==> config.mk <==
export PLATFORM = sky130hd
export DESIGN_NAME = capture_sequencer
export DESIGN_NICKNAME = d
export VERILOG_FILES = /design/src/rtl/capture_sequencer_pkg.sv /design/src/rtl/capture_sequencer_timer.sv /design/src/rtl/capture_sequencer.sv
export SDC_FILE = /design/constraint.sdc
export NUM_CORES = 1
export LEC_CHECK = 0
export BUFFER_PORTS_ARGS = -buffer_cell sky130_fd_sc_hd__buf_2
export CAP_MARGIN = 20
export CORE_MARGIN = 3
export CORE_UTILIZATION = 25
export DETAILED_ROUTE_END_ITERATION = 10
export PLACE_DENSITY = 0.49
export SLEW_MARGIN = 40
export SYNTH_ARGS = -nofsm -noshare
export SYNTH_HDL_FRONTEND = slang
export SYNTH_HIERARCHICAL = 1
export SYNTH_SLANG_ARGS = --single-unit
==> constraint.sdc <==
create_clock -name clk_usb -period 1.73 [get_ports clk_usb]
set_input_delay 0.2595 -clock clk_usb [delete_from_list [all_inputs] [get_ports clk_usb]]
set_output_delay 0.2595 -clock clk_usb [all_outputs]
set_load 0.03 [all_outputs]
==> src/rtl/capture_sequencer_pkg.sv <==
// Shared definitions for the capture sequencer: state encoding and default widths.
package capture_sequencer_pkg;

   localparam int unsigned COUNT_WIDTH_DEF   = 16;
   localparam int unsigned TIMEOUT_WIDTH_DEF = 32;

   typedef enum logic [2:0] {
      StIdle      = 3'd0,
      StArm       = 3'd1,
      StWaitArmed = 3'd2,
      StWaitTrig  = 3'd3,
      StWaitRead  = 3'd4,
      StFinish    = 3'd5
   } state_e;

endpackage

==> src/rtl/capture_sequencer_timer.sv <==
// Trigger-timeout down-counter. Loaded on WAIT_TRIG entry, counts down while running and
// flags the cycle in which it holds 1. It stops at 0, so it fires at most once per load,
// and a load value of 0 means it never fires.
module capseq_timer
   import capture_sequencer_pkg::*;
#(
   parameter int unsigned pWIDTH = TIMEOUT_WIDTH_DEF
) (
   input  logic              clk_usb,
   input  logic              reset,
   input  logic              i_clear,
   input  logic              i_load,
   input  logic [pWIDTH-1:0] i_value,
   input  logic              i_run,
   output logic              o_fire
);

   logic [pWIDTH-1:0] r_count;

   // Down-counter with clear > load > decrement priority.
   always_ff @(posedge clk_usb) begin
      if (reset || i_clear) begin
         r_count <= '0;
      end else if (i_load) begin
         r_count <= i_value;
      end else if (i_run && (r_count != '0)) begin
         r_count <= r_count - pWIDTH'(1);
      end
   end

   assign o_fire = i_run && (r_count == pWIDTH'(1));

endmodule

==> src/rtl/capture_sequencer.sv <==
// Capture batch sequencer: arms the trigger unit, counts captures, waits for host readout and
// optionally forces a trigger when the trigger wait exceeds timeout_i.
// Optional feature macro: CAPTURE_SEQUENCER_AUTO_TRIGGER_EN (timeout / forced trigger).
module capture_sequencer
   import capture_sequencer_pkg::*;
#(
   parameter int unsigned pCOUNT_WIDTH   = COUNT_WIDTH_DEF,
   parameter int unsigned pTIMEOUT_WIDTH = TIMEOUT_WIDTH_DEF
) (
   input  logic                      clk_usb,
   input  logic                      reset,
   input  logic                      start_i,
   input  logic                      abort_i,
   input  logic [pCOUNT_WIDTH-1:0]   num_captures_i,
   input  logic [pTIMEOUT_WIDTH-1:0] timeout_i,
   input  logic                      armed_i,
   input  logic                      capture_done_i,
   input  logic                      readout_done_i,
   output logic                      arm_o,
   output logic                      trigger_now_o,
   output logic                      busy_o,
   output logic [pCOUNT_WIDTH-1:0]   capture_count_o,
   output logic [pCOUNT_WIDTH-1:0]   timeout_count_o,
   output logic                      done_o,
   output logic                      aborted_o
);

   state_e                  r_state;
   logic                    r_arm;
   logic                    r_trig;
   logic                    r_busy;
   logic                    r_done;
   logic                    r_aborted;
   logic [pCOUNT_WIDTH-1:0] r_cap_cnt;
   logic [pCOUNT_WIDTH-1:0] r_to_cnt;
   logic                    w_fire;
   logic                    w_last_capture;

`ifdef CAPTURE_SEQUENCER_AUTO_TRIGGER_EN
   logic w_timer_load;
   logic w_timer_run;

   assign w_timer_load = (r_state == StWaitArmed) && armed_i;
   assign w_timer_run  = (r_state == StWaitTrig);

   capseq_timer #(
      .pWIDTH (pTIMEOUT_WIDTH)
   ) u_timer (
      .clk_usb (clk_usb),
      .reset   (reset),
      .i_clear (abort_i),
      .i_load  (w_timer_load),
      .i_value (timeout_i),
      .i_run   (w_timer_run),
      .o_fire  (w_fire)
   );
`else
   logic w_unused_timeout;

   assign w_unused_timeout = ^timeout_i;
   assign w_fire           = 1'b0;
`endif

   assign w_last_capture = (num_captures_i != '0) && (r_cap_cnt == num_captures_i);

   // Batch state machine; every output is a register updated here.
   always_ff @(posedge clk_usb) begin
      if (reset) begin
         r_state   <= StIdle;
         r_arm     <= 1'b0;
         r_trig    <= 1'b0;
         r_busy    <= 1'b0;
         r_done    <= 1'b0;
         r_aborted <= 1'b0;
         r_cap_cnt <= '0;
         r_to_cnt  <= '0;
      end else begin
         r_trig <= 1'b0;
         r_done <= 1'b0;
         if ((r_state != StIdle) && abort_i) begin
            // Abort overrides any event arriving in the same cycle.
            r_state   <= StIdle;
            r_arm     <= 1'b0;
            r_busy    <= 1'b0;
            r_aborted <= 1'b1;
         end else begin
            case (r_state)
               StIdle: begin
                  if (start_i) begin
                     r_cap_cnt <= '0;
                     r_to_cnt  <= '0;
                     r_aborted <= 1'b0;
                     r_busy    <= 1'b1;
                     r_state   <= StArm;
                  end
               end
               StArm: begin
                  r_arm   <= 1'b1;
                  r_state <= StWaitArmed;
               end
               StWaitArmed: begin
                  if (armed_i) begin
                     r_state <= StWaitTrig;
                  end
               end
               StWaitTrig: begin
                  if (capture_done_i) begin
                     // A capture in the expiry cycle suppresses the forced trigger.
                     if (!(&r_cap_cnt)) begin
                        r_cap_cnt <= r_cap_cnt + pCOUNT_WIDTH'(1);
                     end
                     r_arm   <= 1'b0;
                     r_state <= StWaitRead;
                  end else if (w_fire) begin
                     r_trig <= 1'b1;
                     if (!(&r_to_cnt)) begin
                        r_to_cnt <= r_to_cnt + pCOUNT_WIDTH'(1);
                     end
                  end
               end
               StWaitRead: begin
                  if (readout_done_i) begin
                     r_state <= w_last_capture ? StFinish : StArm;
                  end
               end
               StFinish: begin
                  r_done  <= 1'b1;
                  r_busy  <= 1'b0;
                  r_state <= StIdle;
               end
               default: begin
                  r_state <= StIdle;
                  r_arm   <= 1'b0;
                  r_busy  <= 1'b0;
               end
            endcase
         end
      end
   end

   assign arm_o           = r_arm;
   assign trigger_now_o   = r_trig;
   assign busy_o          = r_busy;
   assign done_o          = r_done;
   assign aborted_o       = r_aborted;
   assign capture_count_o = r_cap_cnt;
   assign timeout_count_o = r_to_cnt;

endmodule

Yosys cells after proc, flatten, opt, wreduce, memory -nomap -nowiden
Index checks and enable logic that the tools add are counted.
- register bits after elaboration: 23
- input port bits: 55
- word-level logic and storage cells: 56
- reduce and logical (&&, ||, !) cells: 17
- add/sub/neg operators: 1
- bitwise gates (word level): 3
- equality and inequality tests: 11
- multiplexer cells: 18
- operators with widths (cell ; number):
    2-to-1 mux 16 bit ; 3
    one-hot mux 16 bit (2 select lines) ; 1
    adder 16 x 1 -> 16 bit (second input constant) ; 1
    == test 16 bit ; 1
    AND reduction 16 bit ; 1
    nonzero test 16 bit ; 1
    2-to-1 mux 3 bit ; 5
    one-hot mux 3 bit (5 select lines) ; 1
    inequality test 2 bit (second input constant) ; 5
    OR reduction 4 bit ; 2
    == test 3 x 2 -> 1 bit (second input constant) ; 2
    == test 3 bit (second input constant) ; 2
    2-to-1 mux 1 bit ; 6
    AND reduction 2 bit ; 3
    nonzero test 2 bit ; 3
    AND reduction 5 bit ; 1
    AND reduction 4 bit ; 1
    == test 3 x 1 -> 1 bit (second input constant) ; 1
    zero test 3 bit ; 1
    NOT 1 bit ; 3
    one-hot mux 1 bit (3 select lines) ; 1
    nonzero test 3 bit ; 1
    logical AND 1 bit ; 2
    one-hot mux 1 bit (2 select lines) ; 1
    OR reduction 2 bit ; 1

Depth between registers and ports, before layout
Gate-level depths: netlist of the first run.
- word-level depth: 5
- gate-level depth with buffers: 6
- gate-level depth less buffers: 5

Worst setup path before layout of the first run
No wires, ideal clock.
- path type: flip-flop to flip-flop
- start point: reg r_cap_cnt[7], in the netlist capture_count_o[7]
- end point: reg r_cap_cnt[12], in the netlist capture_count_o[12]
- cell stages (with the launch flop): 6
- clock period less this slack: 1.818 ns
- arrival time: 1.691 ns
- setup slack: -0.088 ns
- path buffers: 1
- cell sequence: dfxtp_1 -> buf_2 -> and4_1 -> nand2_1 -> o311a_1 -> or3_1
- word-level cells in the longest chain between the ends: 4
- RTL lines (element ; line ; text):
    start, declared ; capture_sequencer.sv:34 ; logic [pCOUNT_WIDTH-1:0] r_cap_cnt;
    start signal, assigned ; capture_sequencer.sv:110 ; r_cap_cnt <= r_cap_cnt + pCOUNT_WIDTH'(1);
    adder 16 x 1 -> 16 bit ; capture_sequencer.sv:110 ;
    2-to-1 mux 16 bit ; capture_sequencer.sv:109 ; if (!(&r_cap_cnt)) begin
    2-to-1 mux 16 bit ; capture_sequencer.sv:107 ; if (capture_done_i) begin
    one-hot mux 16 bit (2 select lines) ; capture_sequencer.sv:87 ; case (r_state)
Several ways; a longest one is shown, not always the timed one. The select of a mux whose other input is x is not followed.
A chain may end at the register's enable or synchronous reset.

Worst setup path in the final report of the first run
- start point: reg r_state[0]
- end point: reg r_cap_cnt[12], in the netlist capture_count_o[12]
- word-level cells in the longest chain between the ends: 4
- RTL lines (element ; line ; text):
    start, declared ; capture_sequencer.sv:28 ; state_e r_state;
    start signal, assigned ; capture_sequencer.sv:69 ; r_state <= StIdle;
    start signal, assigned ; capture_sequencer.sv:82 ; r_state <= StIdle;
    start signal, assigned ; capture_sequencer.sv:94 ; r_state <= StArm;
    branches (longest 4 deep; another with AND reduction 5 bit) ; -- ;
Several ways; the timed one is not identified.

==> results of run 1 <==
-- repair_timing --
action                     4_1_cts  5_1_grt
resized for setup                3        9
hold endpoints to repair         0        0
hold buffers                     0        0
setup endpoints to repair        3       12
-- layer usage --
metal / wire (µm) / vias to the layer above
met5: 0 / -
met2: 2149 / 56
met3: 305 / 5
met4: 67 / 0
met1: 2377 / 771
li1: - / 859
-- worst reg2reg max path, stage by stage (launching register included) --
cell      delay (ns)
dfxtp_2         0.41
and4b_1         0.32
o211ai_1        0.14
o311a_1         0.29
or3_1           0.36
-- path summary, 6_finish.rpt --
kind                      from                  end  slack, ns
max reg2reg         r_state[0]  capture_count_o[12]       0.08
min reg2reg          aborted_o            aborted_o       0.48
min          num_captures_i[5]           r_state[2]       0.33
max                 r_state[0]  capture_count_o[12]       0.08
-- power by group through the flow --
stage	registers (W)	clock network (W)	logic, W
2_1_floorplan	0.000606	0	0.000205
3_3_place_gp	0.000579	0	0.000324
3_5_place_dp	0.000578	0	0.000324
4_1_cts	0.000566	0.000368	0.000327
5_1_grt	0.000574	0.000394	0.000364
6_report	0.000570	0.000364	0.000330
-- metrics by stage --
| step | TNS (ns) | instances | setup WS (ns) | hold slack (ns) |
|---|---|---|---|---|
| 2_1_floorplan | -0.006831 | 217 | -0.003432 | 0.4463 |
| 3_3_place_gp | -0.003196 | 344 | -0.003196 | 0.4575 |
| 3_5_place_dp | 0 | 344 | 0.0003414 | 0.4692 |
| 4_1_cts | 0 | 348 | 0.02496 | 0.3436 |
| 5_1_grt | 0 | 348 | 0.003847 | 0.3747 |
| 6_report | 0 | 348 | 0.07849 | 0.3328 |
-- cells in the final DEF (no fill, tap or decap), types with 2 or more instances in the layout --
cell      count
xor2_1       15
o41ai_1       2
and2_1        3
buf_2        42
nand2_1      18
o21ai_0       5
o311a_1       2
nor4_1        9
or3_1        11
clkbuf_8      3
and4b_1       2
buf_4        36
nand2b_1      3
nor4_2        2
mux2i_1      10
o31ai_1       3
nor2_1        3
nand3b_1      2
nor2b_1       2
a211oi_2      2
dfxtp_2      10
dfxtp_1      13
or4_1         4
conb_1       17
o211ai_1      2
nand3_1       6
nor4b_2       2
o21ai_1       2
and4_1        3
nand4_1       4
a21oi_1       9
inv_1         3
-- state kept, by name, summed over array words and instances, names as in the netlist --
signal	flops
capture_count_o	16
arm_o	1
busy_o	1
aborted_o	1
r_state	3
done_o	1
-- layout make-up --
class / instances / area share
timing repair buffer: 78 / 0.2156
clock buffer: 3 / 0.01853
multi-input combinational: 163 / 0.5031
clock inverter: 1 / 0.002246
tap: 77 / 0.04323
inverter: 3 / 0.005053
sequential: 23 / 0.2122
-- logic make-up (layout without fill, tap and decap cells) --
group | Yosys count | after routing | share of synthesized area
AND/OR/NAND/NOR | 86 | 86 | 0.3201
AO/OA/AOI/OAI | 33 | 33 | 0.1367
buffers and inverters | 31 | 85 | 0.1127
flip-flops | 23 | 23 | 0.2765
XOR/XNOR | 16 | 16 | 0.08415
multiplexers | 10 | 10 | 0.06011
adder cells (fa/ha/maj) | 1 | 1 | 0.007512
other | 1 | 17 | 0.002252
==> flow_metrics.tcl, run 1 <==
set metrics [dict create \
    grt_pass1_vias 1494 \
    grtUsageMet2 0.1959 \
    start_kind "flop" \
    yosys-top-cells-count "dfxtp_1, buf_4, nand2_1" \
    syn2layout_area_growth_pct 33.81 \
    final_util 0.3489 \
    critical_path.max_fanout 6 \
    routed_via_density 4.859 \
    grt.overflow.total 0 \
    p_int_w 0.0008354 \
    io_buffers 42 \
    critical-path-max-stage-delay_ns 0.41 \
    synth_enable_flop_cells 0 \
    start_util 0.2608 \
    busiest_layer "met2" \
    hold_depth 4 \
    p_clk_frac 0.288 \
    rsz0062_at_grt "no" \
    finalCritPeriodShare 0.9546 \
    p_sw_frac 0.3394 \
    async_reset_ff_frac 0 \
    nets 328 \
    path_depth 4 \
    grt_pass1_wl_mm 7.721 \
    cp_cell_sequence "and4b_1 -> o211ai_1 -> o311a_1 -> or3_1" \
    fin_area_um2 2228 \
    coreArea_um2 6386 \
    syn_area_per_cell_um2 8.285 \
    path_delay_family "simple AND/OR/NAND/NOR gates" \
    synth_seq_cells 23 \
    drv_slew 0 \
    ys.flop_type "dfxtp_1" \
    p_leak_nw 0.9690 \
    end_kind "flop" \
    placed_area_um2 2136 \
    cts_buffers 3 \
    dr.pass1.iters 4 \
    setup_viol 0 \
    rr_worst_depth 4 \
    combPwrFrac 0.261 \
    status "completed" \
    path_buf_inv 0 \
    cts_setup_buffers 0 \
    hold_viol 0 \
    synth_top_cell_area_share 0.2765 \
    syn_area_um2 1665 \
    hp-class "input pin to flop" \
    fillers 671 \
    grt_antenna_before_repair 0 \
    ir_drop_mv 0.2416 \
    drc_errors 0 \
    num_vias 1691 \
    multiInputGateArea_um2 1121 \
    grt_use_met1 0.1865 \
    ant_nets 0 \
    finClkSkew_ns 0.01309 \
    cp_slowest_cell "dfxtp_2" \
    clk_latency_ns 0.28 \
    p_switching_w 0.0004292 \
    clockBufferDepth 2 \
    ys_seq_area_frac 0.2765 \
    cts_sinks 23 \
    synth_most_common_cell "dfxtp_1" \
    regArea_um2 473.0 \
    drive_gt1_frac 0.3875 \
    htreeDepth 1 \
    worst-setup-path-type "flop to flop" \
    fin_crit_ns 1.652 \
    power_density_nw_per_um2 567.5 \
    power_w 0.001265 \
    place_congestion 0.7788 \
    power_frac_seq 0.451 \
    path_clk_slew_ns 0.10 \
    max_cap_violations 0 \
    fmax_ghz 0.6055 \
    die_w_um 87.62 \
    crit_arrival_ns 1.80 \
    clockRootBuffer "clkbuf_8" \
    die_h_um 87.62 \
    hpwl_mm 3.921 \
    yosys.area.top_type "dfxtp_1" \
    drtIter0Drc 89 \
    cts_tree "done" \
    drt-total-wl_mm 4.899 \
    synth.area.top_cells "dfxtp_1, buf_4, xor2_1" \
    pin_count 92 \
    postSynthCellCount 201 \
    worstPathRequired_ns 1.88 \
    grt.met3_usage 0.01787 \
    antennaDiodeCount 0 \
    wire_per_inst_um 14.08 \
    yosysWarnings 6 \
    grt_max_degree 19 \
    synth.distinct_cells 46 \
    rows 29 \
    grt_use_total 0.1288 \
    die-area_um2 7676 \
]
No activity file was read; power rests on OpenSTA's default activity.
==> run 2: changes to the inputs <==
Settings changed: CORE_ASPECT_RATIO set to 1.75.
==> flow_metrics.tcl, run 2 (synthesized netlist as in run 1, its figures left out) <==
set metrics [dict create \
    p_clk_frac 0.284 \
    p_switching_w 0.0004343 \
    wire_per_inst_um 16.04 \
    layout_common_cells "buf_2, buf_4, nand2_1, conb_1, xor2_1" \
    p_leak_nw 0.9622 \
    end_kind "flop" \
    drtIter0Drc 56 \
    grt_pass1_wl_mm 8.556 \
    ir_drop_mv 0.2501 \
    dp.cells 345 \
    grt_use_total 0.1494 \
    power_density_nw_per_um2 559.2 \
    die_h_um 114.0 \
    clk_latency_ns 0.27 \
    p_int_w 0.0008280 \
    max_cap_violations 0 \
    drc_errors 0 \
    p_sw_frac 0.3441 \
    finalCritPeriodShare 0.9858 \
    cts_buffers 3 \
    critical_path.max_fanout 10 \
    routed_via_density 5.040 \
    start_kind "flop" \
    dr.pass1.iters 4 \
    path_clk_slew_ns 0.09 \
    die_w_um 67.70 \
    power_frac_seq 0.450 \
    fmax_ghz 0.5863 \
    hp-class "input pin to flop" \
    drt-total-wl_mm 5.597 \
    pin_count 92 \
    htreeDepth 1 \
    final_common_cell "buf_2" \
    final_util 0.3569 \
    drive_gt1_frac 0.3941 \
    dr_wl_met3_um 276 \
    grt_antenna_before_repair 0 \
    syn2layout_area_growth_pct 35.54 \
    num_vias 1759 \
    grt.overflow.total 0 \
    cts_sinks 23 \
    antennaDiodeCount 0 \
    fin_crit_ns 1.706 \
    status "completed" \
    clockBufferDepth 2 \
    wl_met2_mm 2.976 \
    setup_viol 0 \
    drv_slew 0 \
    worst-setup-path-type "flop to flop" \
    combPwrFrac 0.266 \
    hpwl_mm 4.412 \
    rsz0062_at_grt "yes" \
    place_congestion 0.8529 \
    largest_reg_flops 16 \
    ant_nets 0 \
    cts_setup_buffers 0 \
    rows 38 \
    nets 326 \
    die-area_um2 7715 \
    hold_viol 0 \
    io_buffers 42 \
    coreArea_um2 6324 \
    crit_arrival_ns 1.93 \
    start_util 0.2634 \
    cts_tree "done" \
    routed.top_layer "met4" \
    finClkSkew_ns 0.001989 \
    grt_pass1_vias 1675 \
    clockRootBuffer "clkbuf_8" \
    met1_length_mm 2.198 \
    worstPathRequired_ns 1.95 \
    grt_max_degree 19 \
    stdcell_count 349 \
]
[run 2: power groups by stage]
stage               sequential (W)  clock, W  combinational, W
global route              0.000572  0.000388          0.000367
global placement          0.000577         0          0.000328
floorplan                 0.000606         0          0.000205
detailed placement        0.000578         0          0.000327
CTS                       0.000569  0.000372          0.000333
finish                    0.000568  0.000358          0.000336
[run 2: what timing repair did]
item                       4_1_cts  5_1_grt
hold buffers                     0        0
pin swaps                        0        0
gates resized for setup          9        8
setup endpoints to repair        6       10
[run 2: path summary, 6_finish.rpt]
check	start	endpoint	slack, ns	cells after the start
max reg2reg	r_state[2]	capture_count_o[12]	0.02	5
max	r_state[2]	capture_count_o[12]	0.02	5
min reg2reg	arm_o	arm_o	0.48	2
min	num_captures_i[5]	r_state[2]	0.34	4
[run 2: per-layer routing]
| layer | track usage | up-vias |
|---|---|---|
| met5 | 0 | - |
| met4 | 0.06911 | 0 |
| met3 | 0.01773 | 11 |
| met2 | 0.2596 | 62 |
| met1 | 0.1759 | 833 |
| li1 | - | 853 |
[run 2: critical path, stage by stage, from the launching register on]
cell	delay, ns
dfxtp_1	0.32
buf_4	0.16
nand3b_1	0.26
or4b_1	0.52
nor4_1	0.24
or3_1	0.16
[run 2: layout make-up]
class / count / area (µm²)
Clock buffer: 3 / 41.29
Fill cell: 693 / 4066
Sequential cell: 23 / 473.0
Inverter: 3 / 11.26
Timing Repair Buffer: 76 / 478.0
Tap cell: 80 / 100.1
Multi-Input combinational cell: 163 / 1149
Clock inverter: 1 / 5.005
[run 2: stage by stage]
step	worst slack (ns)	cell area, µm²	hold WS, ns	total power (W)	TNS [ns]
final	0.02449	2257	0.3408	0.001262	0
after global routing	-0.01150	2257	0.3868	0.001327	-0.02303
after CTS	0.01900	2221	0.3385	0.001274	0
after floorplan	-0.003432	1735	0.4463	0.0008111	-0.006831
after detailed placement	-0.03756	2137	0.4694	0.0009055	-0.1005
after global placement	-0.007779	2137	0.4657	0.0009051	-0.007779
